--- src/rtl/mux4_rr_arbiter_if.sv ---
// Bus between four requesters and the round-robin 4:1 select arbiter.
//   req    : request vector, bit i = requester i
//   d0..d3 : per-requester data, DW bits each
//   s1, s0 : registered select pair, equal to the granted index
//   gnt    : registered one-hot grant (zero when idle)
//   busy   : high while any grant is active
//   y      : data of the granted requester, zero when idle
// The master side is the requester/system side; the slave side is the arbiter.
interface mux4_rr_arbiter_if #(
  parameter int DW = 1
);
  logic [3:0]    req;
  logic [DW-1:0] d0;
  logic [DW-1:0] d1;
  logic [DW-1:0] d2;
  logic [DW-1:0] d3;
  logic          s1;
  logic          s0;
  logic [3:0]    gnt;
  logic          busy;
  logic [DW-1:0] y;

  modport master (
    output req, d0, d1, d2, d3,
    input  s1, s0, gnt, busy, y
  );

  modport slave (
    input  req, d0, d1, d2, d3,
    output s1, s0, gnt, busy, y
  );
endinterface

--- src/rtl/mux4_rr_arbiter.sv ---
// Round-robin arbiter sharing one 4:1 select path between four requesters.
// The winner is the first set request scanning circularly from a 2-bit
// priority pointer. A granted requester keeps the grant while it requests,
// limited to MAX_HOLD consecutive cycles when others are waiting. Grant,
// select pair and busy are registered (one cycle latency); y is a
// combinational select of the granted data, gated to zero when idle.
// Ports:
//   clk   : rising-edge clock
//   rst_n : asynchronous active-low reset
//   bus   : mux4_rr_arbiter_if.slave (req, d0..d3 in; s1, s0, gnt, busy, y out)
module mux4_rr_arbiter #(
  parameter int DW       = 1,
  parameter int MAX_HOLD = 4
) (
  input  logic               clk,
  input  logic               rst_n,
  mux4_rr_arbiter_if.slave   bus
);

  localparam int HW = (MAX_HOLD > 1) ? $clog2(MAX_HOLD) : 1;
  localparam logic [HW-1:0] HOLD_LAST = HW'(MAX_HOLD - 1);

  typedef enum logic [0:0] {
    ST_IDLE  = 1'b0,
    ST_GRANT = 1'b1
  } state_t;

  state_t        state_r, state_s;
  logic [1:0]    sel_r, sel_s;
  logic [1:0]    ptr_r, ptr_s;
  logic [HW-1:0] hold_r, hold_s;
  logic [3:0]    gnt_r, gnt_s;
  logic          busy_r, busy_s;
  logic [3:0]    others_s;
  logic [1:0]    win_s;

  // First set request bit scanning circularly from start.
  function automatic logic [1:0] rr_pick(input logic [3:0] req, input logic [1:0] start);
    logic [1:0] idx;
    logic [1:0] pick;
    logic       found;
    pick  = start;
    found = 1'b0;
    for (int k = 0; k < 4; k++) begin
      idx = start + 2'(k);
      if (!found && req[idx]) begin
        pick  = idx;
        found = 1'b1;
      end else begin
        pick  = pick;
      end
    end
    return pick;
  endfunction

  // Next-state and registered-output decode.
  always_comb begin
    state_s  = state_r;
    sel_s    = sel_r;
    ptr_s    = ptr_r;
    hold_s   = hold_r;
    gnt_s    = gnt_r;
    busy_s   = busy_r;
    // gnt_r is the one-hot of the current owner, so this masks it out.
    others_s = bus.req & ~gnt_r;
    // ptr_r is owner+1 while granted, so this is also the hand-over winner.
    win_s    = rr_pick(bus.req, ptr_r);

    case (state_r)
      ST_IDLE: begin
        if (bus.req != 4'b0000) begin
          state_s = ST_GRANT;
          sel_s   = win_s;
          gnt_s   = 4'b0001 << win_s;
          busy_s  = 1'b1;
          ptr_s   = win_s + 2'd1;
          hold_s  = '0;
        end else begin
          state_s = ST_IDLE;
        end
      end
      ST_GRANT: begin
        if (bus.req[sel_r] && ((others_s == 4'b0000) || (hold_r < HOLD_LAST))) begin
          // Keep the grant; the counter saturates when nobody else waits.
          hold_s = (hold_r == HOLD_LAST) ? hold_r : hold_r + HW'(1);
        end else if (others_s != 4'b0000) begin
          // Direct hand-over, no idle bubble.
          sel_s  = win_s;
          gnt_s  = 4'b0001 << win_s;
          busy_s = 1'b1;
          ptr_s  = win_s + 2'd1;
          hold_s = '0;
        end else begin
          // Select pair deliberately keeps its last value.
          state_s = ST_IDLE;
          gnt_s   = 4'b0000;
          busy_s  = 1'b0;
        end
      end
      default: begin
        state_s = ST_IDLE;
        gnt_s   = 4'b0000;
        busy_s  = 1'b0;
      end
    endcase
  end

  // State and output registers with asynchronous clear.
  always_ff @(posedge clk or negedge rst_n) begin
    if (!rst_n) begin
      state_r <= ST_IDLE;
      sel_r   <= 2'b00;
      ptr_r   <= 2'b00;
      hold_r  <= '0;
      gnt_r   <= 4'b0000;
      busy_r  <= 1'b0;
    end else begin
      state_r <= state_s;
      sel_r   <= sel_s;
      ptr_r   <= ptr_s;
      hold_r  <= hold_s;
      gnt_r   <= gnt_s;
      busy_r  <= busy_s;
    end
  end

  assign bus.gnt  = gnt_r;
  assign bus.s1   = sel_r[1];
  assign bus.s0   = sel_r[0];
  assign bus.busy = busy_r;

  // Output data select on the registered select pair, zero when idle.
  always_comb begin
    bus.y = '0;
    if (busy_r) begin
      case (sel_r)
        2'd0:    bus.y = bus.d0;
        2'd1:    bus.y = bus.d1;
        2'd2:    bus.y = bus.d2;
        2'd3:    bus.y = bus.d3;
        default: bus.y = '0;
      endcase
    end else begin
      bus.y = '0;
    end
  end

endmodule
--- src/flat_wrapper.sv ---
// flat-port wrapper written by rule: the top's interface ports become plain ports
module mux4_rr_arbiter_flat 
#(
  parameter int DW       = 1,
  parameter int MAX_HOLD = 4
)
  (clk, rst_n, bus_req, bus_d0, bus_d1, bus_d2, bus_d3, bus_s1, bus_s0, bus_gnt, bus_busy, bus_y);
  mux4_rr_arbiter_if #(.DW(DW)) bus_i ();
  input  logic clk;
  input  logic rst_n;
  input wire logic [$bits(bus_i.req)-1:0] bus_req;
  input wire logic [$bits(bus_i.d0)-1:0] bus_d0;
  input wire logic [$bits(bus_i.d1)-1:0] bus_d1;
  input wire logic [$bits(bus_i.d2)-1:0] bus_d2;
  input wire logic [$bits(bus_i.d3)-1:0] bus_d3;
  output wire logic [$bits(bus_i.s1)-1:0] bus_s1;
  output wire logic [$bits(bus_i.s0)-1:0] bus_s0;
  output wire logic [$bits(bus_i.gnt)-1:0] bus_gnt;
  output wire logic [$bits(bus_i.busy)-1:0] bus_busy;
  output wire logic [$bits(bus_i.y)-1:0] bus_y;
  assign bus_i.req = bus_req;
  assign bus_i.d0 = bus_d0;
  assign bus_i.d1 = bus_d1;
  assign bus_i.d2 = bus_d2;
  assign bus_i.d3 = bus_d3;
  assign bus_s1 = bus_i.s1;
  assign bus_s0 = bus_i.s0;
  assign bus_gnt = bus_i.gnt;
  assign bus_busy = bus_i.busy;
  assign bus_y = bus_i.y;
  mux4_rr_arbiter #(.DW(DW), .MAX_HOLD(MAX_HOLD)) u_core (.clk(clk), .rst_n(rst_n), .bus(bus_i));
endmodule
--- config.mk ---
export PLATFORM = sky130hd
export DESIGN_NAME = mux4_rr_arbiter_flat
export DESIGN_NICKNAME = d
export VERILOG_FILES = /design/src/rtl/mux4_rr_arbiter_if.sv /design/src/rtl/mux4_rr_arbiter.sv /design/src/flat_wrapper.sv
export SDC_FILE = /design/constraint.sdc
export NUM_CORES = 1
export LEC_CHECK = 0
export CAP_MARGIN = 0
export CORE_MARGIN = 2
export CORE_UTILIZATION = 51
export CTS_BUF_LIST = sky130_fd_sc_hd__clkbuf_8
export DETAILED_ROUTE_END_ITERATION = 16
export HOLD_SLACK_MARGIN = 0.06
export PLACE_DENSITY_LB_ADDON = 0.2
export SLEW_MARGIN = 30
export SYNTH_ARGS = -nofsm -noshare
export SYNTH_HDL_FRONTEND = slang
export SYNTH_SLANG_ARGS = --single-unit
--- constraint.sdc ---
create_clock -name clk -period 2.25 [get_ports clk]
set_input_delay 0.45 -clock clk [delete_from_list [all_inputs] [get_ports clk]]
set_output_delay 0.45 -clock clk [all_outputs]
set_load 0.01 [all_outputs]
# Yosys cells after proc, flatten, opt, wreduce, memory -nomap -nowiden
# Index checks and enable logic that the tools add are counted.
[word_totals] ff_bits=12 output_inout_bits=8 wordCells=87 input_bits=10
[op_classes] magnitude_cmp=6 n_eq_ne=9 n_mux=42 bitwise_logic=3 n_shift=1 reduce_logical=15 add_sub_neg=5
[op_table] cell="$mux 2" count=13
[op_table] cell="$lt 2x3->1 const B" count=5
[op_table] cell="$mux 1" count=14
[op_table] cell="$mux 4" count=3
[op_table] cell="$pmux 2 s2" count=3
[op_table] cell="$bmux 1 s2" count=5
[op_table] cell="$pmux 4 s2" count=1
[op_table] cell="$reduce_bool 4->1" count=2
[op_table] cell="$add 2x1->2 const B" count=3
[op_table] cell="$eq 2x2->1 const B" count=3
[op_table] cell="$ne 3x3->1 const B" count=2
[op_table] cell="$reduce_and 3->1" count=2
[op_table] cell="$add 2x2->2 const B" count=2
[op_table] cell="$and 4x4->4" count=1
[op_table] cell="$logic_and 1x1->1" count=4
[op_table] cell="$logic_not 4->1" count=1
[op_table] cell="$ne 2x2->1 const B" count=2
[op_table] cell="$not 4->4" count=1
[op_table] cell="$pmux 1 s2" count=2
[op_table] cell="$pmux 1 s4" count=1
[op_table] cell="$shl 1x2->4 const A" count=1
[op_table] cell="$logic_not 1->1" count=3
[op_table] cell="$eq 2x1->1 const B" count=1
[op_table] cell="$logic_not 2->1" count=1
[op_table] cell="5 further kinds" count=5

# Depth between registers and ports, before layout
# Gate-level depths: netlist of run 1.
[depth] word_depth=16 mapped_depth=7 ltp_nobuf=7

# Worst setup path before layout of run 1
# No wires, ideal clock.
[synth_timing] path_kind="input-to-reg" start="in bus_req[0]" end="reg u_core.ptr_r[1]" path_buffers=0 path_stages=6 arrival_time_ps=1639 required_ps=2125 setup_time_ps=125 slack_ps=486 path_cell_list="nand2b_1 a22oi_1 o221ai_1 inv_1 ha_1 mux2_4"
[synth_via] elab_chain_len=16 word_cells_on_any_way=37 cone_classes="1 x add/sub; 3 x eq/ne; 20 x mux; 1 x bitwise; 12 x reduce/logical"
[synth_rtl] element="from (decl)" line="flat_wrapper.sv:11" source="input wire logic [$bits(bus_i.req)-1:0] bus_req;"
[synth_rtl] element="$bmux 1 s2" line="mux4_rr_arbiter.sv:46" source="if (!found && req[idx]) begin"
[synth_rtl] element="$mux 1 (not written as such)" line="mux4_rr_arbiter.sv:46"
[synth_rtl] element="$mux 1" line="mux4_rr_arbiter.sv:46"
[synth_rtl] element="$logic_not 1->1" line="mux4_rr_arbiter.sv:46"
[synth_rtl] element="$logic_and 1x1->1" line="mux4_rr_arbiter.sv:46"
[synth_rtl] element="$mux 1" line="mux4_rr_arbiter.sv:46"
[synth_rtl] element="$logic_not 1->1" line="mux4_rr_arbiter.sv:46"
[synth_rtl] element="$logic_and 1x1->1" line="mux4_rr_arbiter.sv:46"
[synth_rtl] element="$mux 1" line="mux4_rr_arbiter.sv:46"
[synth_rtl] element="$logic_not 1->1" line="mux4_rr_arbiter.sv:46"
[synth_rtl] element="$logic_and 1x1->1" line="mux4_rr_arbiter.sv:46"
[synth_rtl] element="$mux 2 *" line="mux4_rr_arbiter.sv:46"
[synth_rtl] element="$add 2x1->2 *" line="mux4_rr_arbiter.sv:76, mux4_rr_arbiter.sv:91"
[synth_rtl] element="$mux 2" line="mux4_rr_arbiter.sv:86" source="end else if (others_s != 4'b0000) begin"
[synth_rtl] element="$mux 2" line="mux4_rr_arbiter.sv:83" source="if (bus.req[sel_r] && ((others_s == 4'b0000) || (hold_r < HOLD_LAST))) begin"
[synth_rtl] element="$pmux 2 s2 *" line="mux4_rr_arbiter.sv:69" source="case (state_r)"
[synth_rtl] element="via u_core.ptr_s[1]" line="mux4_rr_arbiter.sv:30" source="logic [1:0] ptr_r, ptr_s;"
[synth_rtl] element="to (signal assigned)" line="mux4_rr_arbiter.sv:120" source="ptr_r <= ptr_s;"
[synth_rtl] element="to (decl)" line="mux4_rr_arbiter.sv:30"
# The timed path passes the listed nets; every way through them passes the cells marked *. The select of a mux whose other input is x is not followed.
# A chain may end at the register's enable or synchronous reset.

# Final worst setup path of run 1
[layout_timing] start="in bus_d3" end="out bus_y"
[layout_via] elab_chain_len=2
[layout_rtl] element="from (decl)" line="flat_wrapper.sv:15" source="input wire logic [$bits(bus_i.d3)-1:0] bus_d3;"
[layout_rtl] element="$pmux 1 s4" line="mux4_rr_arbiter.sv:136" source="case (sel_r)"
[layout_rtl] element="$mux 1" line="mux4_rr_arbiter.sv:135" source="if (busy_r) begin"
[layout_rtl] element="to (decl)" line="flat_wrapper.sv:20" source="output wire logic [$bits(bus_i.y)-1:0] bus_y;"
# No other way between the ends.

==> results of run 1 <==
## power by group through the flow
stage	Sequential (W)	Clock [W]	Combinational, W
after floorplan	0.000417	0	0.000518
after global placement	0.000411	0	0.000808
after detailed placement	0.000414	0	0.000831
after CTS	0.000414	0.000194	0.000829
after global routing	0.000430	0.000213	0.000880
final	0.000414	0.000193	0.000820
## metrics by stage
stage | utilization (%) | hold slack, ns | instance area (sq um) | instances | setup slack, ns
6_report | 73.9 | 0.525 | 1110 | 118 | 0.0356
5_1_grt | 73.9 | 0.555 | 1110 | 118 | 0.00774
4_1_cts | 73.9 | 0.531 | 1110 | 118 | 0.0155
3_5_place_dp | 71.3 | 0.517 | 1070 | 115 | -0.181
3_3_place_gp | 71.3 | 0.491 | 1070 | 115 | -0.123
2_1_floorplan | - | 0.154 | 828 | 75 | 0.486
## layout by cell type, fill, tap and decap left out, types with 2 or more instances in the layout
cell	instances
o21ai_0	5
inv_1	6
dfrtp_1	12
buf_4	8
nor2_1	3
clkbuf_8	3
ha_1	5
nand2_1	5
a22o_2	6
mux2_4	2
nor2b_1	4
clkdlybuf4s50_1	16
a31oi_1	2
nand3_1	2
nand2b_1	3
## per-layer routing
layer  track usage (%)  up-vias  routed length, um
met4              8.48        0                  8
met5                 0        -                  0
met3              6.94        2                177
met1              25.7      335                761
met2              35.0       31                935
li1                  -      327                  -
## sequential cells by signal (all words and copies together) (netlist names)
name             cells
u_core.hold_r        2
u_core.state_r       1
u_core.sel_r         2
u_core.bus.busy      1
u_core.bus.gnt       4
u_core.ptr_r         2
## how the worst max path moves through the flow
stage	cells past startpoint	slack, ns	startpoint	end
after floorplan	6	0.49	bus_req[0]	u_core.ptr_r[1]
after global placement	4	-0.12	bus_d3	bus_y
after detailed placement	4	-0.18	bus_d3	bus_y
after CTS	4	0.02	bus_d3	bus_y
after global routing	4	0.008	bus_d3	bus_y
final	4	0.04	bus_d3	bus_y
## logic make-up after synthesis
group,Yosys count,share of synthesized area (%)
buffers and inverters,7,3.32
AOI/OAI and AO/OA,22,25.1
muxes,5,8.91
and+or+nand+nor,24,18.9
DFF,12,36.3
adders and majority gates,5,7.55
## repair_timing
item / CTS / global route
resized for setup: 1 / 0
endpoints found under the setup margin: 1 / 0
buffers inserted: 0 / 0
## final cells by class
type                            count  area, sq um  share of cell area [%]
Inverter                            6         22.5                    2.02
Clock buffer                        3         41.3                    3.71
Timing Repair Buffer               25          229                    20.6
Sequential cell                    12          300                    27.0
Multi-Input combinational cell     56          500                    44.9
Tap cell                           16         20.0                    1.80
## worst max-delay path, delay by kind of cell
family | cells | cell delay (ns)
buffers and inverters | 2 | 0.68
muxes | 1 | 0.47
and+or+nand+nor | 1 | 0.17
==> metrics, run 1 <==
Clock power frac 13.5%; syn nets 90; Iteration-0 DRC Markers 15; IR Drop Worst-Case VDD 0.000734 V; outcome completed; largest net degree at the start of global routing 13; Worst Setup End Kind output port; R2R Path Start u_core.hold_r[0]; flop-to-flop setup slack 0.49 ns; initial antenna violation count 0; port bufs 17; drc violations 0; worst relative slew slack 63.7%; vias per cell 5.89; CP max FO 1; RSZ-0062 raised after global routing no; Clock Latency Late Sink 0.24 ns; drt wl/cell 16.0 um; dominant cells by area after synthesis dfrtp_1, ha_1, a22o_2, mux2_4, a2111oi_4; Worst setup SP type input pin; Final Routed Wirelength 1880 um; CTS Hold Buffers Added 0; synth unique cells 32; FFs w/ async S/R, synth 100%; Post-synth EDFFs 0; Slew Limit Fails 0; vias in the first global route 631; core area 1510 sq um; first-pass GRT wire length 2960 um; #FFs+latches synth 12; Starting Density 55.0%; Mapped Cells 75; htree depth 1; Setup-failing EPs final 0; Max Buffers Root-to-Sink 2; Yosys top cell by area dfrtp_1; Worst Tran Pin Value 0.543 ns; grt ovf 0; Hold Crit Depth 1; hold_sp u_core.bus.busy; yosys warns 0; P&R area growth vs syn 34.4%; synthesized cell area 828 sq um; combinational share of power 57.5%; GP Congestion 0.785; via count 695; Final min period 2.21 ns; root buf cell clkbuf_8; Routed Antenna Nets 0; most common cell in the netlist dfrtp_1; final setup TNS 0 ns; Avg Inst Size Synth 11.0 sq um; cell leakage power 0.519 nW; post-synthesis sequential area ratio 36.3%; Psw 0.000540 W; fillers 112; die area 1960 sq um; cells along the critical path clkdlybuf4s50_1 > mux4_2 > and2_1 > dlygate4sd2_1; Layout Nets 119; die height 44.3 um; CP Class input pin to output port; CTS Sinks 12; DIE WIDTH 44.3 um; Hold Vio Cnt, Final 0; number of diodes 0; Clk pin slew, worst setup/hold paths 0.05 ns; share of cells above drive strength 1 28.4%; Min-Delay Endpoint u_core.bus.busy; GRT Total Usage 21.3%; Yosys top cell area share 36.3%; Clock Skew 0.00677 ns; switch share 37.8%; reg2reg end u_core.ptr_r[1]; Arrival @ worst endpoint 1.76 ns; overall power 0.00143 W; f_max 452 MHz; router iterations before antenna repair 4; Critical Path Slowest Stage Cell mux4_2; CTS buffer count 3; Power Dens Cells 1280 nW/um^2; Power Internal 0.000887 W; max_cap viols 0; Post-synth top cells dfrtp_1, a22o_2, inv_1; part of the power in registers 29.0%; Synth Flop Type dfrtp_1; WP data required 1.80 ns; max incr delay on CP 0.47 ns; # rows 14; CTS tree yes; Post-DP HPWL 1350 um; I/O pin cnt 18; period utilisation layout 98.4%; Hold Path Class flip-flop to flip-flop; worst r2r path cells 5
(Power assumes the default switching activity.)
==> inputs of run 2 (changes only) <==
- ABC_CLOCK_PERIOD_IN_PS: default -> 2250
- CORE_UTILIZATION: 51 -> 60
- DONT_BUFFER_PORTS: default -> 1
==> metrics, run 2 (same netlist as run 1, synthesis figures left out) <==
CP max FO 7 (+6); CP delay by family, top multiplexers; largest net degree at the start of global routing 13 (unchanged); Starting Density 63.7% (+8.7 points); I/O pin cnt 18 (unchanged); # rows 13 (-1); Largest register FFs 4 (unchanged); RSZ-0062 raised after global routing no; leading cell type in the layout, fill and taps excluded dfrtp_1; cells along the critical path mux4_2 > and2_1; Finished Cell Area 893 sq um (-20%); htree depth 1 (unchanged); period utilisation layout 86.5% (-12 points); Max Buffers Root-to-Sink 2 (unchanged); max incr delay on CP 0.54 ns (+0.07 ns); worst relative slew slack 64.0% (+0.30 points); outcome completed; CTS Sinks 12 (unchanged); grt ovf 0 (unchanged); die area 1690 sq um (-14%); Hold Path Class input pin to flip-flop; vias per cell 6.19 (+5.2%); Critical Path Start u_core.sel_r[0]; max_cap viols 0 (unchanged); Post-DP HPWL 1270 um (-5.9%); commonest non-fill, non-tap cells in the layout dfrtp_1, inv_1, a22o_2; GP Congestion 0.767 (-2.3%); number of diodes 0 (unchanged); DIE WIDTH 41.2 um (-7.1%); Post-Layout Cell Count 93 (-21%); Iteration-0 DRC Markers 10 (-5); Routed Antenna Nets 0 (unchanged); R2R Path Start u_core.ptr_r[1]; dpl cell area 842 sq um (-22%); Clock Skew 0.000422 ns (-0.00635 ns); Clk pin slew, worst setup/hold paths 0.05 ns (about the same); Hold Vio Cnt, Final 0 (unchanged); WP data required 1.80 ns (about the same); router iterations before antenna repair 4 (unchanged); hold_sp bus_req[3]; worst path buffer plus inverter count 0 (-2); drc violations 0 (unchanged); CP Class flip-flop to output port; Worst Tran Pin Value 0.540 ns (-0.00283 ns); dpl cells 89 (-23%); GRT Total Usage 22.2% (+0.93 points); vias in the first global route 533 (-16%); CTS tree yes; Fin Hold WS 0.511 ns (-0.0145 ns); cts repair resizes 0 (-1); via count 576 (-17%); fillers 115 (+2.7%); Power Dens Cells 1400 nW/um^2 (+9.3%); Setup-failing EPs final 0 (unchanged); Critical Path Slowest Stage Cell mux4_2; Arrival @ worst endpoint 1.50 ns (-0.26 ns); Worst setup SP type flip-flop; port bufs 0 (-17); drt wl/cell 17.3 um (+8.7%); Clock Latency Late Sink 0.23 ns (about the same); IR Drop Worst-Case VDD 0.000777 V (+5.7%); f_max 514 MHz (+14%); Layout Nets 95 (-20%); fin util 68.7% (-5.3 points); core area 1300 sq um (-14%); Post-CTS Setup Bufs 0 (unchanged); root buf cell clkbuf_8; Worst Setup End Kind output port; Final min period 1.95 ns (-0.267 ns); share of cells above drive strength 1 26.9% (-1.5 points); first-pass GRT wire length 2460 um (-17%); CTS buffer count 3 (unchanged); Slew Limit Fails 0 (unchanged); final setup TNS 0 ns (unchanged); P&R area growth vs syn 7.86%; Final Routed Wirelength 1610 um (-14%); die height 41.2 um (-7.1%); cell leakage power 0.415 nW (-20%); initial antenna violation count 0 (unchanged)
run 2: cell count changes in the layout (fill, tap and decap cells not counted), sizes merged:
cell and change:
clkdlybuf4s50 -16, dlygate4sd2 -1, buf -8, dlygate4sd3 +1
run 2: routing by layer:
layer  track usage [%]  vias up  part of all wire (%)
met5                 0        -                     0
met4              2.42        0                     0
met3              1.63        0                   7.6
met2              34.0       21                    45
met1              35.2      273                    47
li1                  -      282                     -
run 2: timing repair:
item	CTS	global route
setup endpoints to repair	0	0
endpoints found under the hold margin	12	0
hold buffers	1	0
run 2: final timing paths:
path                                endpoint  slack [ns]  cells after the start
setup / recovery                       bus_y        0.30                      2
hold / removal                u_core.state_r        0.51                      2
setup reg to reg             u_core.ptr_r[1]        0.32                      6
hold reg to reg             u_core.hold_r[1]        0.54                      1
max in group asynchronous   u_core.hold_r[1]        1.26                      1
min in group asynchronous  u_core.bus.gnt[0]        0.64                      1
run 2: through the flow:
step / setup slack [ns] / power [W]
after floorplan: 0.486 / 0.000935
after global placement: 0.441 / 0.00103
after detailed placement: 0.339 / 0.00106
after CTS: 0.300 / 0.00126
after global routing: 0.226 / 0.00136
final: 0.303 / 0.00125
run 2: power by group:
part	internal (W)	leakage [nW]	switching, W	total [W]
clock network	0.000117	0.0216	0.0000666	0.000183
logic	0.000314	0.250	0.000289	0.000603
registers	0.000311	0.144	0.000154	0.000465
run 2: area by class of cell:
cell class | count | area (sq um) | share of cell area [%]
Multi-Input combinational cell | 56 | 500 | 56.0
Sequential cell | 12 | 300 | 33.6
Clock buffer | 3 | 41.3 | 4.62
Inverter | 6 | 22.5 | 2.52
Tap cell | 15 | 18.8 | 2.10
Timing Repair Buffer | 1 | 10.0 | 1.12
run 2: worst register-to-register path: cells and delay by family, from the launching register on:
family                   cells  cell delay, ns
buffers and inverters        1            0.17
AND/OR/NAND/NOR              1            0.11
multiplexers                 1            0.25
AO/OA/AOI/OAI                2            0.52
flip-flops                   1            0.45
adder cells (fa/ha/maj)      1            0.32
